<file path="src/rtl/counter_regs_pkg.sv">
// Shared constants and types for the Counter control register slave.
package counter_regs_pkg;

    // Word offsets, decoded from addr[3:2]
    localparam logic [1:0] CTRL_OFS    = 2'd0;
    localparam logic [1:0] COUNT_OFS   = 2'd1;
    localparam logic [1:0] SCRATCH_OFS = 2'd2;
    localparam logic [1:0] ID_OFS      = 2'd3;

    localparam logic [31:0] ID_BASE = 32'h434E_5400;

    localparam logic [1:0] RESP_OKAY   = 2'b00;
    localparam logic [1:0] RESP_SLVERR = 2'b10;

    typedef enum logic {
        W_IDLE = 1'b0,
        W_RESP = 1'b1
    } wr_state_e;

    typedef enum logic {
        R_IDLE = 1'b0,
        R_DATA = 1'b1
    } rd_state_e;

    // Byte-lane merge of a write beat into an existing register value
    function automatic logic [31:0] apply_wstrb(input logic [31:0] cur,
                                                input logic [31:0] data,
                                                input logic [3:0]  strb);
        logic [31:0] res;
        res = cur;
        for (int b = 0; b < 4; b++) begin
            if (strb[b]) begin
                res[8*b +: 8] = data[8*b +: 8];
            end
        end
        return res;
    endfunction

endpackage

</file>
<file path="src/rtl/counter_axil_regs.sv">
// AXI4-Lite register slave in front of the Counter block: CTRL drives the
// counter's user_reset (HOLD level plus a one-cycle PULSE), COUNT reads back
// the counter value, SCRATCH is a plain RW word and ID identifies the block.
//
// state  | meaning
// -------+--------------------------------------------------------------
// W_IDLE | collecting AW and W beats (either order); commit when both held
// W_RESP | bvalid high, waiting for bready
// R_IDLE | arready high, waiting for an AR beat
// R_DATA | rvalid high with registered rdata/rresp, waiting for rready
module counter_axil_regs
    import counter_regs_pkg::*;
#(
    parameter int COUNTER_WIDTH = 4,
    parameter int ADDR_WIDTH    = 4
) (
    input  logic                     clk,
    input  logic                     areset,
    input  logic [ADDR_WIDTH-1:0]    s_axil_awaddr,
    input  logic                     s_axil_awvalid,
    output logic                     s_axil_awready,
    input  logic [31:0]              s_axil_wdata,
    input  logic [3:0]               s_axil_wstrb,
    input  logic                     s_axil_wvalid,
    output logic                     s_axil_wready,
    output logic [1:0]               s_axil_bresp,
    output logic                     s_axil_bvalid,
    input  logic                     s_axil_bready,
    input  logic [ADDR_WIDTH-1:0]    s_axil_araddr,
    input  logic                     s_axil_arvalid,
    output logic                     s_axil_arready,
    output logic [31:0]              s_axil_rdata,
    output logic [1:0]               s_axil_rresp,
    output logic                     s_axil_rvalid,
    input  logic                     s_axil_rready,
    input  logic [COUNTER_WIDTH-1:0] counter_datain,
    output logic                     user_reset
);

    wr_state_e             wr_state_q, wr_state_d;
    logic                  awready_q, awready_d;
    logic                  wready_q, wready_d;
    logic                  aw_held_q, aw_held_d;
    logic                  w_held_q, w_held_d;
    logic [ADDR_WIDTH-1:0] awaddr_q, awaddr_d;
    logic [31:0]           wdata_q, wdata_d;
    logic [3:0]            wstrb_q, wstrb_d;
    logic                  bvalid_q, bvalid_d;
    logic [1:0]            bresp_q, bresp_d;
    logic                  hold_q, hold_d;
    logic                  pulse_q, pulse_d;
    logic [31:0]           scratch_q, scratch_d;

    rd_state_e             rd_state_q, rd_state_d;
    logic                  arready_q, arready_d;
    logic                  rvalid_q, rvalid_d;
    logic [31:0]           rdata_q, rdata_d;
    logic [1:0]            rresp_q, rresp_d;

    logic                  aw_fire;
    logic                  w_fire;
    logic                  ar_fire;

    // Byte-lane bits of the addresses carry no decode information
    logic                  unused_addr_lsbs;

    // Only the low 16 bytes of the address space are mapped
    function automatic logic addr_mapped(input logic [ADDR_WIDTH-1:0] a);
        return (a >> 4) == '0;
    endfunction

    assign aw_fire = s_axil_awvalid & awready_q;
    assign w_fire  = s_axil_wvalid & wready_q;
    assign ar_fire = s_axil_arvalid & arready_q;

    assign unused_addr_lsbs = ^{awaddr_q[1:0], s_axil_araddr[1:0]};

    // Write FSM: latch AW/W independently, commit once both are held
    always_comb begin
        wr_state_d = wr_state_q;
        awready_d  = awready_q;
        wready_d   = wready_q;
        aw_held_d  = aw_held_q;
        w_held_d   = w_held_q;
        awaddr_d   = awaddr_q;
        wdata_d    = wdata_q;
        wstrb_d    = wstrb_q;
        bvalid_d   = bvalid_q;
        bresp_d    = bresp_q;
        hold_d     = hold_q;
        scratch_d  = scratch_q;
        pulse_d    = 1'b0;

        case (wr_state_q)
            W_IDLE: begin
                if (aw_fire) begin
                    aw_held_d = 1'b1;
                    awaddr_d  = s_axil_awaddr;
                end
                if (w_fire) begin
                    w_held_d = 1'b1;
                    wdata_d  = s_axil_wdata;
                    wstrb_d  = s_axil_wstrb;
                end
                // Also raises the readies on the first edge after reset
                awready_d = ~aw_held_d;
                wready_d  = ~w_held_d;

                if (aw_held_d && w_held_d) begin
                    aw_held_d  = 1'b0;
                    w_held_d   = 1'b0;
                    awready_d  = 1'b0;
                    wready_d   = 1'b0;
                    bvalid_d   = 1'b1;
                    wr_state_d = W_RESP;
                    bresp_d    = RESP_SLVERR;
                    if (addr_mapped(awaddr_d)) begin
                        case (awaddr_d[3:2])
                            CTRL_OFS: begin
                                bresp_d = RESP_OKAY;
                                if (wstrb_d[0]) begin
                                    hold_d  = wdata_d[0];
                                    pulse_d = wdata_d[1];
                                end
                            end
                            SCRATCH_OFS: begin
                                bresp_d   = RESP_OKAY;
                                scratch_d = apply_wstrb(scratch_q, wdata_d, wstrb_d);
                            end
                            default: bresp_d = RESP_SLVERR;
                        endcase
                    end
                end
            end
            W_RESP: begin
                if (s_axil_bready) begin
                    bvalid_d   = 1'b0;
                    awready_d  = 1'b1;
                    wready_d   = 1'b1;
                    wr_state_d = W_IDLE;
                end
            end
            default: wr_state_d = W_IDLE;
        endcase
    end

    // Write-side state and register storage
    always_ff @(posedge clk or negedge areset) begin
        if (!areset) begin
            wr_state_q <= W_IDLE;
            awready_q  <= 1'b0;
            wready_q   <= 1'b0;
            aw_held_q  <= 1'b0;
            w_held_q   <= 1'b0;
            awaddr_q   <= '0;
            wdata_q    <= '0;
            wstrb_q    <= '0;
            bvalid_q   <= 1'b0;
            bresp_q    <= RESP_OKAY;
            hold_q     <= 1'b0;
            pulse_q    <= 1'b0;
            scratch_q  <= '0;
        end else begin
            wr_state_q <= wr_state_d;
            awready_q  <= awready_d;
            wready_q   <= wready_d;
            aw_held_q  <= aw_held_d;
            w_held_q   <= w_held_d;
            awaddr_q   <= awaddr_d;
            wdata_q    <= wdata_d;
            wstrb_q    <= wstrb_d;
            bvalid_q   <= bvalid_d;
            bresp_q    <= bresp_d;
            hold_q     <= hold_d;
            pulse_q    <= pulse_d;
            scratch_q  <= scratch_d;
        end
    end

    // Read FSM: register data/response on the AR handshake; CTRL reads see
    // the pre-commit value because hold_q only changes on that same edge
    always_comb begin
        rd_state_d = rd_state_q;
        arready_d  = arready_q;
        rvalid_d   = rvalid_q;
        rdata_d    = rdata_q;
        rresp_d    = rresp_q;

        case (rd_state_q)
            R_IDLE: begin
                arready_d = 1'b1;
                if (ar_fire) begin
                    arready_d  = 1'b0;
                    rvalid_d   = 1'b1;
                    rd_state_d = R_DATA;
                    rdata_d    = '0;
                    rresp_d    = RESP_SLVERR;
                    if (addr_mapped(s_axil_araddr)) begin
                        rresp_d = RESP_OKAY;
                        case (s_axil_araddr[3:2])
                            CTRL_OFS:    rdata_d = {31'b0, hold_q};
                            COUNT_OFS:   rdata_d = 32'(counter_datain);
                            SCRATCH_OFS: rdata_d = scratch_q;
                            ID_OFS:      rdata_d = ID_BASE | 32'(COUNTER_WIDTH);
                            default:     rdata_d = '0;
                        endcase
                    end
                end
            end
            R_DATA: begin
                if (s_axil_rready) begin
                    rvalid_d   = 1'b0;
                    arready_d  = 1'b1;
                    rd_state_d = R_IDLE;
                end
            end
            default: rd_state_d = R_IDLE;
        endcase
    end

    // Read-side state
    always_ff @(posedge clk or negedge areset) begin
        if (!areset) begin
            rd_state_q <= R_IDLE;
            arready_q  <= 1'b0;
            rvalid_q   <= 1'b0;
            rdata_q    <= '0;
            rresp_q    <= RESP_OKAY;
        end else begin
            rd_state_q <= rd_state_d;
            arready_q  <= arready_d;
            rvalid_q   <= rvalid_d;
            rdata_q    <= rdata_d;
            rresp_q    <= rresp_d;
        end
    end

    assign s_axil_awready = awready_q;
    assign s_axil_wready  = wready_q;
    assign s_axil_bvalid  = bvalid_q;
    assign s_axil_bresp   = bresp_q;
    assign s_axil_arready = arready_q;
    assign s_axil_rvalid  = rvalid_q;
    assign s_axil_rdata   = rdata_q;
    assign s_axil_rresp   = rresp_q;
    assign user_reset     = hold_q | pulse_q;

endmodule

</file>
<file path="config.mk">
export PLATFORM = sky130hd
export DESIGN_NAME = counter_axil_regs
export DESIGN_NICKNAME = d
export VERILOG_FILES = /design/src/rtl/counter_regs_pkg.sv /design/src/rtl/counter_axil_regs.sv
export SDC_FILE = /design/constraint.sdc
export NUM_CORES = 1
export LEC_CHECK = 0
export BUFFER_PORTS_ARGS = -buffer_cell sky130_fd_sc_hd__clkbuf_2
export CORE_MARGIN = 2
export CORE_UTILIZATION = 55
export CTS_CLUSTER_DIAMETER = 40
export DETAILED_ROUTE_END_ITERATION = 7
export MAX_ROUTING_LAYER = met4
export PLACE_DENSITY = 0.78
export RECOVER_POWER = 50
export SLEW_MARGIN = 20
export SYNTH_ARGS = -nofsm -noshare
export SYNTH_HDL_FRONTEND = slang
export SYNTH_SLANG_ARGS = --single-unit
</file>
<file path="constraint.sdc">
create_clock -name clk -period 2.4 [get_ports clk]
set_clock_uncertainty 0.2 [all_clocks]
set_input_delay 0.24 -clock clk [delete_from_list [all_inputs] [get_ports clk]]
set_output_delay 0.24 -clock clk [all_outputs]
set_load 0.02 [all_outputs]
</file>
==> flow_summary.ini <==
[power_and_ir_drop]
comb_power_share = 0.314
p_total_w = 0.00841
power_switching_w = 0.00269
power.share.clock = 0.297
power.internal_w = 0.00573
worst_ir_drop_vdd_uv = 788
sequential_group_share_of_total_power = 0.389
power-per-cell-area_nw_per_um2 = 1280
static-leakage-power_nw = 3.09
fraction_of_power_spent_switching_nets = 0.319

[sta]
fin_setup_tns_ns = 0
worst-slew-pin-transition_ns = 1.08
rsz0062_at_grt = false
clock.fmax_ghz = 0.445
max-slew-margin-rel = 0.282
report.final.setup_viol = 0
finalWorstSetupSlack_ns = 0.154
post-route-period-util = 0.936
final-hold-violation-count = 0
timing_max_transition_violations_final = 0
finalCriticalPeriod_ns = 2.25

[synth]
netlist-cell-type-count = 32
synth.top_cells.by_count = 114 x sky130_fd_sc_hd__dfrtp_1, 92 x sky130_fd_sc_hd__mux2_2, 57 x sky130_fd_sc_hd__nand2_1
synth.yosys.seq_area_share = 0.576
yosys_warnings = 0
synth-edff-count = 0
synth_top_area_frac = 0.576
netlist_instances = 393
netlist_top_cells_area = sky130_fd_sc_hd__dfrtp_1 58%, sky130_fd_sc_hd__mux2_2 21%, sky130_fd_sc_hd__o21ai_0 4.5%
synth.largest_area_cell = sky130_fd_sc_hd__dfrtp_1
synth-seq-cells = 114
async_reset_ff_frac = 1.00
synth_top_flop_cell = sky130_fd_sc_hd__dfrtp_1
synth.cell_area_um2 = 4950
postSynthAreaPerCell_um2 = 12.6
synth_most_common_cell = sky130_fd_sc_hd__dfrtp_1

[min_path]
worst_hold_depth = 4
hold_start = s_axil_wvalid
hp-class = in2reg

[place]
gp_routability_congestion = 0.822
post-place-ws_ns = 0.219
dp_hpwl_um = 6950
postPlaceCellArea_um2 = 5570
portBuffers = 89

[setup_path]
critical_path.reg2reg.startpoint = wr_state_q
setup.worst_path.class = reg2reg
reg2reg_setup_slack_ns = 0.15
maximum_fanout_count_along_the_critical_path = 37
path_cells = inv_1 > nand3_2 > clkbuf_2 > mux2_2
cp-end-kind = flip-flop
master_of_the_slowest_instance_on_the_critical_path = sky130_fd_sc_hd__clkbuf_2
worst-endpoint-required_ns = 2.59
rr_worst_depth = 4
startpoint_type = flip-flop
critical_path.max_stage_delay_ns = 0.80
crit_arrival_ns = 2.44
worst_setup_path_startpoint = wr_state_q

[route]
drc_errors = 0
drt-wirelength-per-cell_um = 17.1
drt_initial_violations = 176
vias = 3594
aggregate_routed_wire_length_um = 11300
vias_per_cell = 5.45
drt_first_pass_iters = 4
antenna_violating_nets_post_route = 0

[clock_tree]
clkLatencyLatePin_ns = 0.51
cts_htree_levels = 4
cts.clk_slew.worst_paths_ns = 0.06
cts_tree = yes
tritoncts.num_buffers = 17
cts.root.buffer_cell = sky130_fd_sc_hd__clkbuf_8
clk_path_buf_depth = 2
ctsResizeCount = 0
cts.sink_count = 114

[grt]
global_route_wire_length_before_repair_um = 18500
number_of_antenna_violations_at_the_first_check_in_global_routing = 0
grt_overflow = 0
number_of_global_route_vias_before_repair = 3833
grt_start_max_net_pins = 44
grt_usage = 0.253

[floorplanning]
die_x_um = 98.9
fp-row-count = 34
die_y_um = 98.9
io_pins = 97
design.die.area_um2 = 9770
core_region_area_um2 = 8720
effective_utilization_at_floorplan = 0.567

[finish]
fin_util = 0.754
final_area_um2 = 6570
layout_cell_share_with_drive_strength_beyond_1 = 0.411
total_nets_final = 594
diodes = 0
final.fill_count = 554
areaGrowthSynthToFinish_pct = 32.8

[flow_run]
drv_cap = 0

[outcome]
status = completed
==> state kept, by name, summed over array words and instances (netlist names), 2 cells and up <==
signal	cells
scratch_q	32
s_axil_rdata	32
awaddr_q	2
wstrb_q	4
wdata_q	32
==> cell usage in the layout (no fill, tap or decap), drive strengths merged, types with 2 or more instances in the layout <==
cell type    synthesis  layout
inv                  5       5
clkbuf              14     117
nand3                4       4
buf                  7       5
mux2               101     101
a21oi                6       6
nand2b               3       3
nor3                 3       3
dfrtp              114     114
nor2b                2       2
nor2                 8       8
and4b                2       2
nand2               58      58
mux2i                8       8
o21ai               44      44
conb                 1       3
a22oi                3       3
dlygate4sd3          0      46
bufinv               0       3
a31oi                2       2
a21o                 2       2
clkinv               0       6
==> worst max-delay path: cells and delay by family (launching register included) <==
family        cells  cell delay, ns
buf+inv           2            0.93
flops             1            0.44
simple gates      1            0.09
mux               1            0.43
==> worst paths after layout <==
kind | to
worst min-delay path | s_axil_bvalid
max in group asynchronous | hold_q
worst max-delay path | wdata_q[0]
worst min register to register | s_axil_rdata[16]
min in group asynchronous | wdata_q[8]
worst max register to register | wdata_q[0]
==> cell type report <==
class / count / area (µm²) / area share
inverters: 5 / 18.8 / 0.00286
well taps: 108 / 135 / 0.0206
clock buffers: 22 / 463 / 0.0704
repair buffers: 146 / 975 / 0.148
clock inverters: 10 / 131 / 0.0200
multi-input cells: 255 / 2000 / 0.304
flip-flops and latches: 114 / 2850 / 0.434
==> repair_timing <==
action,4_1_cts,5_1_grt
hold buffers,46,0
hold endpoints to repair,198,0
buffers inserted,0,0
==> power groups by stage <==
stage	clock network, W	registers, W	logic (W)
5_1_grt	0.00262	0.00337	0.00287
3_5_place_dp	0	0.00326	0.00261
4_1_cts	0.00253	0.00325	0.00270
3_3_place_gp	0	0.00320	0.00251
2_1_floorplan	0	0.00342	0.00162
6_report	0.00250	0.00327	0.00264
==> kinds of logic after synthesis <==
group,synth area share
AOI/OAI and AO/OA,0.0652
buffers and inverters,0.0243
DFF,0.576
muxes,0.252
other,0.000758
and+or+nand+nor,0.0812
==> metal layers <==
metal | global-route usage | up-vias | wire length, µm
met1 | 0.302 | 1788 | 4710
met4 | 0.0854 | 0 | 201
met2 | 0.424 | 121 | 5750
li1 | - | 1667 | -
met3 | 0.0596 | 18 | 626
met5 | - | - | 0
==> stage by stage <==
stage	instances	hold slack (ns)
after detailed placement	582	0.0586
after CTS	660	0.0150
after floorplan	395	-0.256
after global routing	660	0.0850
final	660	0.0314
after global placement	582	0.0538
(Power assumes the default switching activity.)
